**src/rtl/wb_regfile_if.sv**
```systemverilog
// wb_regfile_if -- writeback and read-port bundle for wb_regfile.
//   wb_enable : writeback request from the writeback select stage
//   wb_rd     : destination register index
//   wb_data   : writeback value
//   wb_stall  : pipeline hold; blocks the write this cycle (not queued)
//   rs1_addr/rs2_addr : read indices
//   rs1_data/rs2_data : combinational read values
// master = pipeline side, slave = register file.
interface wb_regfile_if;
  logic        wb_enable;
  logic [4:0]  wb_rd;
  logic [31:0] wb_data;
  logic        wb_stall;
  logic [4:0]  rs1_addr;
  logic [4:0]  rs2_addr;
  logic [31:0] rs1_data;
  logic [31:0] rs2_data;

  modport master (
    output wb_enable, wb_rd, wb_data, wb_stall, rs1_addr, rs2_addr,
    input  rs1_data, rs2_data
  );

  modport slave (
    input  wb_enable, wb_rd, wb_data, wb_stall, rs1_addr, rs2_addr,
    output rs1_data, rs2_data
  );
endinterface

```
**src/rtl/wb_regfile.sv**
```systemverilog
// wb_regfile -- 31 x 32-bit architectural register file (x1..x31, x0 reads 0)
// with two combinational read ports and commit bookkeeping.
//   clk         : single clock, all state on rising edge
//   rst_n       : synchronous active-low reset
//   bus         : wb_regfile_if.slave (writeback request + two read ports)
//   write_count : committed-write counter, CNT_WIDTH bits, wraps silently
//   last_rd     : index of the most recent committed write
//   last_valid  : set once any write has committed since reset
// Build option: define REGFILE_BYPASS_EN to forward a committing wb_data to
// a read port addressing the same register in the same cycle. Without it the
// read returns the stored (pre-commit) value.
module wb_regfile #(
  parameter int CNT_WIDTH = 32
) (
  input  logic                 clk,
  input  logic                 rst_n,
  wb_regfile_if.slave          bus,
  output logic [CNT_WIDTH-1:0] write_count,
  output logic [4:0]           last_rd,
  output logic                 last_valid
);

  localparam int NUM_REGS = 32;
  localparam int XLEN     = 32;

  // A commit needs a live request, no stall, a nonzero target and no reset.
  logic commit;
  assign commit = rst_n & bus.wb_enable & ~bus.wb_stall & (bus.wb_rd != 5'd0);

  // Storage exists for x1..x31 only; x0 is a constant zero slot in the view.
  logic [NUM_REGS-1:1][XLEN-1:0] regs;
  logic [NUM_REGS-1:0][XLEN-1:0] rd_view;
  assign rd_view = {regs, {XLEN{1'b0}}};

  for (genvar i = 1; i < NUM_REGS; i++) begin : g_reg
    always_ff @(posedge clk) begin
      if (!rst_n)
        regs[i] <= '0;
      else if (commit && bus.wb_rd == 5'(i))
        regs[i] <= bus.wb_data;
    end
  end

  // Commit bookkeeping.
  always_ff @(posedge clk) begin
    if (!rst_n) begin
      write_count <= '0;
      last_rd     <= 5'd0;
      last_valid  <= 1'b0;
    end else if (commit) begin
      write_count <= write_count + 1'b1;
      last_rd     <= bus.wb_rd;
      last_valid  <= 1'b1;
    end
  end

  // Read ports. commit already excludes index 0, stall and reset, so the
  // forward path can never fire for any of those.
  always_comb begin
    bus.rs1_data = rd_view[bus.rs1_addr];
    bus.rs2_data = rd_view[bus.rs2_addr];
`ifdef REGFILE_BYPASS_EN
    if (commit && bus.rs1_addr == bus.wb_rd) bus.rs1_data = bus.wb_data;
    if (commit && bus.rs2_addr == bus.wb_rd) bus.rs2_data = bus.wb_data;
`else
`endif
  end

endmodule

```
**src/flat_wrapper.sv**
```systemverilog
// flat-port wrapper written by rule: the top's interface ports become plain ports
module wb_regfile_flat 
#(
  parameter int CNT_WIDTH = 32
)
  (clk, rst_n, write_count, last_rd, last_valid, bus_wb_enable, bus_wb_rd, bus_wb_data, bus_wb_stall, bus_rs1_addr, bus_rs2_addr, bus_rs1_data, bus_rs2_data);
  wb_regfile_if bus_i ();
  input  logic clk;
  input  logic rst_n;
  output logic [CNT_WIDTH-1:0] write_count;
  output logic [4:0] last_rd;
  output logic last_valid;
  input wire logic [$bits(bus_i.wb_enable)-1:0] bus_wb_enable;
  input wire logic [$bits(bus_i.wb_rd)-1:0] bus_wb_rd;
  input wire logic [$bits(bus_i.wb_data)-1:0] bus_wb_data;
  input wire logic [$bits(bus_i.wb_stall)-1:0] bus_wb_stall;
  input wire logic [$bits(bus_i.rs1_addr)-1:0] bus_rs1_addr;
  input wire logic [$bits(bus_i.rs2_addr)-1:0] bus_rs2_addr;
  output wire logic [$bits(bus_i.rs1_data)-1:0] bus_rs1_data;
  output wire logic [$bits(bus_i.rs2_data)-1:0] bus_rs2_data;
  assign bus_i.wb_enable = bus_wb_enable;
  assign bus_i.wb_rd = bus_wb_rd;
  assign bus_i.wb_data = bus_wb_data;
  assign bus_i.wb_stall = bus_wb_stall;
  assign bus_i.rs1_addr = bus_rs1_addr;
  assign bus_i.rs2_addr = bus_rs2_addr;
  assign bus_rs1_data = bus_i.rs1_data;
  assign bus_rs2_data = bus_i.rs2_data;
  wb_regfile #(.CNT_WIDTH(CNT_WIDTH)) u_core (.clk(clk), .rst_n(rst_n), .bus(bus_i), .write_count(write_count), .last_rd(last_rd), .last_valid(last_valid));
endmodule
```
**config.mk**
```make
export PLATFORM = sky130hd
export DESIGN_NAME = wb_regfile_flat
export DESIGN_NICKNAME = d
export VERILOG_FILES = /design/src/rtl/wb_regfile_if.sv /design/src/rtl/wb_regfile.sv /design/src/flat_wrapper.sv
export SDC_FILE = /design/constraint.sdc
export NUM_CORES = 2
export LEC_CHECK = 0
export CORE_MARGIN = 4
export CORE_UTILIZATION = 52
export CTS_CLUSTER_DIAMETER = 100
export CTS_CLUSTER_SIZE = 24
export DETAILED_ROUTE_END_ITERATION = 10
export PLACE_DENSITY = 0.74
export SYNTH_ARGS = -nofsm -noshare
export SYNTH_HDL_FRONTEND = slang
export SYNTH_SLANG_ARGS = --single-unit
export TNS_END_PERCENT = 1
```
**constraint.sdc**
```tcl
create_clock -name clk -period 2.4 [get_ports clk]
set_clock_uncertainty 0.15 [all_clocks]
set_input_delay 0.48 -clock clk [delete_from_list [all_inputs] [get_ports clk]]
set_output_delay 0.48 -clock clk [all_outputs]
set_load 0.1 [all_outputs]
```
-- After elaboration in Yosys (flattened, before gate mapping)
Cells that the tools add are included.
- divide/modulo/power cells: 0
- mux-type cells: 4
- multiply operators: 0
- order comparisons: 2
- shift-type cells: 0
- bitwise operators: 4
- reductions and logical operators: 32
- $add $sub $neg: 1
- equal/unequal tests: 31
- operator list (kind ; number):
    binary-select mux 32 bit (select 5 bit) ; 2
    equality test 5 bit, second input constant ; 16
    2-to-1 mux 32 bit ; 2
    equality test 5 x 4 -> 1 bit, second input constant ; 8
    adder 32 x 1 -> 32 bit, second input constant ; 1
    logical AND 1 bit ; 31
    equality test 5 x 3 -> 1 bit, second input constant ; 4
    less-than comparator 5 x 6 -> 1 bit, second input constant ; 2
    equality test 5 x 2 -> 1 bit, second input constant ; 2
    equality test 5 x 1 -> 1 bit, second input constant ; 1
    nonzero test 5 bit ; 1
    bitwise AND 1 bit ; 3
    NOT 1 bit ; 1
- ROM bits: 0
- flip-flop bits (word level): 1030
- latch bits: 0
- memories kept: 0
- bits in writable memories: 0

-- Depth between registers and ports, before layout
- word-level depth: 4
- depth in mapped cells: 9
- depth with buffers taken out: 6

-- Least setup slack after synthesis
OpenSTA, ideal clock, no wires.
- path kind: input to output
- start point: in bus_rs1_addr[0]
- end point: out bus_rs1_data[10]
- path buffers: 2
- arrival time: 2.490 ns
- setup slack: -0.720 ns
- stages: 7
- path through: buf_4 buf_2 mux4_2 nor2b_1 nor3_1 a31oi_1 nand3_1
- longest elaborated chain between the ends: 2
- RTL lines (what ; RTL line ; text):
    start, declared ; flat_wrapper.sv:17 ; input wire logic [$bits(bus_i.rs1_addr)-1:0] bus_rs1_addr;
    binary-select mux 32 bit (select 5 bit) ; wb_regfile.sv:60 ; bus.rs1_data = rd_view[bus.rs1_addr];
    2-to-1 mux 32 bit (not written as such) ; wb_regfile.sv:60 ;
    end, declared ; flat_wrapper.sv:19 ; output wire logic [$bits(bus_i.rs1_data)-1:0] bus_rs1_data;
Every way passes these cells. The select of a mux whose other input is x is not followed.

-- Worst setup path in the final report
- start point: in bus_rs1_addr[4]
- end point: out bus_rs1_data[24]
The elaborated chain is that of the path after synthesis.

==> metrics.csv <==
metric,value,unit
slew_headroom,0.4490,
grt_max_degree,105,
stdcell_area,64660,um^2
die_area,108200,um^2
ys_types,56,
crit_fanout,13,
synth.top_cell.area_share,0.3848,
insertedDiodeCount,0,
cp_slowest_cell,nor3_1,
finalSetupViolations,64,
worstSetupStartpointType,primary input,
start_util,0.5252,
yosysMostFrequentCell,nand2_1,
ir_worst_vdd,0.5682,mV
synth_top_cells_by_area,"dfxtp_1 38%, nand2_1 15%, mux2i_1 14%",
grt_pass1_wl,310.0,mm
r2r-start,u_core.write_count[2],
crit_path_start,bus_rs1_addr[4],
max_stage_delay,0.46,ns
cap_violations,0,
ant_nets,0,
fin_nets,6986,
io_pins,153,
rsz0062_at_grt,true,
htree_levels,2,
worst_ep_arrival_time,2.53,ns
synth_seq_area_share,0.3848,
slew_violations,0,
dpl.hpwl,134.0,mm
cp.required,1.77,ns
synth_edf_count,0,
first_global_vias,52590,
max_slew.worst_pin.slew,0.8228,ns
std_cell_rows,117,
clkLatencyLatePin,0.67,ns
synth_top_cell_by_area,dfxtp_1,
area_growth,20.67,%
ys.flop_type,dfxtp_1,
path_clk_slew,0.09,ns
ff2ff_path_depth,5,
dieHeight,329.0,um
fmax,316.8,MHz
cts_tree,done,
endpoint_kind,output port,
whs_path_depth,2,
violations,negative setup slack,
drive_gt1_frac,0.1780,
wl_per_cell,24.97,um
synth_seq_cells,1030,
fin_crit,3.157,ns
synth_cells,6796,
via_per_inst,6.483,
vias,53850,
rrSetupSlack,0.38,ns
coreArea,102000,um^2
path_class,in -> out,
crit_top_cell,buf_12,
cts_buffers,49,
globalplace.congestion,0.9581,
antenna_found_initial,3,
drc,0,
firstDrtPassIters,6,
utilization,0.6337,
power.density,511.3,nW/um^2
leakagePower,23.57,nW
status,"complete, but fails checks",
io_buffers,152,
cp_cell_sequence,clkdlybuf4s50_1 > or2_4 > buf_12 > nor3_1 > a31oi_1 > buf_4 > nand3_4 > buf_12,
reg2reg_to,u_core.write_count[31],
setup_slack,-0.7570,ns
fin_crit_sh,1.315,
hold_path.class,reg -> reg,
crit_buf_inv,4,
pre_cts_slack,-1.119,ns
whs,0.3158,ns
async_flop_share,0,
yosys-top-cells-count,"2166 x nand2_1, 1131 x a21oi_1, 1030 x dfxtp_1, 768 x mux2i_1, 365 x clkbuf_1",
ys_warn_count,0,
hold_viol,0,
syn_nets,6848,
cts_buffer_depth,3,
drt-total-wl,207.4,mm
grt_remaining_overflow,0,
clockRootBuffer,clkbuf_16,
placed_cell_area,62290,um^2
die_x,329.0,um
min_from,u_core.rd_view[179],
synth_area,53580,um^2
syn_area_per_cell,7.885,um^2
holdPathEnd,u_core.rd_view[179],
cts_sinks,1030,
drt_iter0_drc,7199,
grt_use_total,0.3668,
critPathTopFamily,buffers and inverters,
fin_total_pwr,33.06,mW
==> area by class of cell <==
type / count / area [um^2]
clock inverter: 4 / 85.08
multi-input combinational: 5102 / 31680
tap: 1368 / 1712
inverter: 3 / 18.77
sequential: 1030 / 20680
fill: 8391 / 37370
timing repair buffer: 748 / 9194
clock buffer: 52 / 1290
==> cell usage in the layout (no fill, tap or decap), types with 33 or more instances in the layout <==
cell,Yosys,layout
a221oi_2,0,64
mux2i_1,768,763
a31oi_1,64,51
buf_12,0,252
dfxtp_2,0,46
clkdlybuf4s50_1,0,44
mux4_2,64,64
dfxtp_1,1030,984
mux2_2,64,58
a22oi_1,256,253
nand2_1,2166,2163
clkbuf_16,0,51
a21oi_1,1131,1130
nor2b_1,74,43
buf_4,57,418
nor3_2,1,33
nand3_1,206,127
nand3_4,0,64
==> power by group <==
part / switching, mW / internal (mW) / leakage [nW]
Sequential: 0.0339 / 17.1 / 8.32
Clock: 5.78 / 4.08 / 0.676
Combinational: 3.83 / 2.22 / 14.6
Total: 9.64 / 23.4 / 23.6
==> through the flow <==
step | setup TNS, ns | std cells
after floorplan | -16.69 | 6796
after global placement | -285.89 | 8244
after CTS | -40.68 | 8307
final | -41.23 | 8307
after detailed placement | -335.40 | 8244
after global routing | -43.90 | 8307
==> worst min-delay path: cells and delay by family, from the launching register on <==
family	cells	cell delay, ns
flops	1	0.34
simple gates	1	0.05
compound gates	1	0.05
==> cell families (layout without fill, tap and decap cells) <==
group	after synthesis	after routing	share of synthesized area
simple gates	2651	2653	0.2047
compound gates	1530	1530	0.1616
flops	1030	1030	0.3848
mux	896	896	0.1838
buf+inv	666	807	0.06127
xor+xnor	22	22	0.003596
fa+ha+maj	1	1	0.0002335
==> layer usage <==
layer	wire [um]	up-vias	track usage
li1	-	23600	-
met1	75020	25500	0.4573
met2	89890	3728	0.5642
met3	25820	1019	0.08275
met4	16620	4	0.2554
met5	24	-	0
==> worst max path at each step <==
stage | slack, ns | depth (start not counted) | endpoint
final | -0.76 | 8 | bus_rs1_data[24]
after global routing | -0.78 | 8 | bus_rs1_data[18]
after CTS | -0.75 | 8 | bus_rs2_data[22]
after detailed placement | -1.12 | 9 | bus_rs1_data[20]
after global placement | -1.11 | 9 | bus_rs2_data[19]
after floorplan | -0.24 | 8 | bus_rs2_data[0]
==> state kept, by name, summed over array words and instances (netlist names) <==
name	count
u_core.rd_view	992
u_core.write_count	32
u_core.last_valid	1
u_core.last_rd	5
==> timing repair <==
action | 4_1_cts | 5_1_grt
setup buffers | 2 | 1
pin swaps | 19 | 15
resized for setup | 159 | 52
gates cloned | 5 | 0
hold buffers | 0 | 0
endpoints found under the setup margin | 64 | 64
Note: power is estimated with default switching activity, not from simulation.
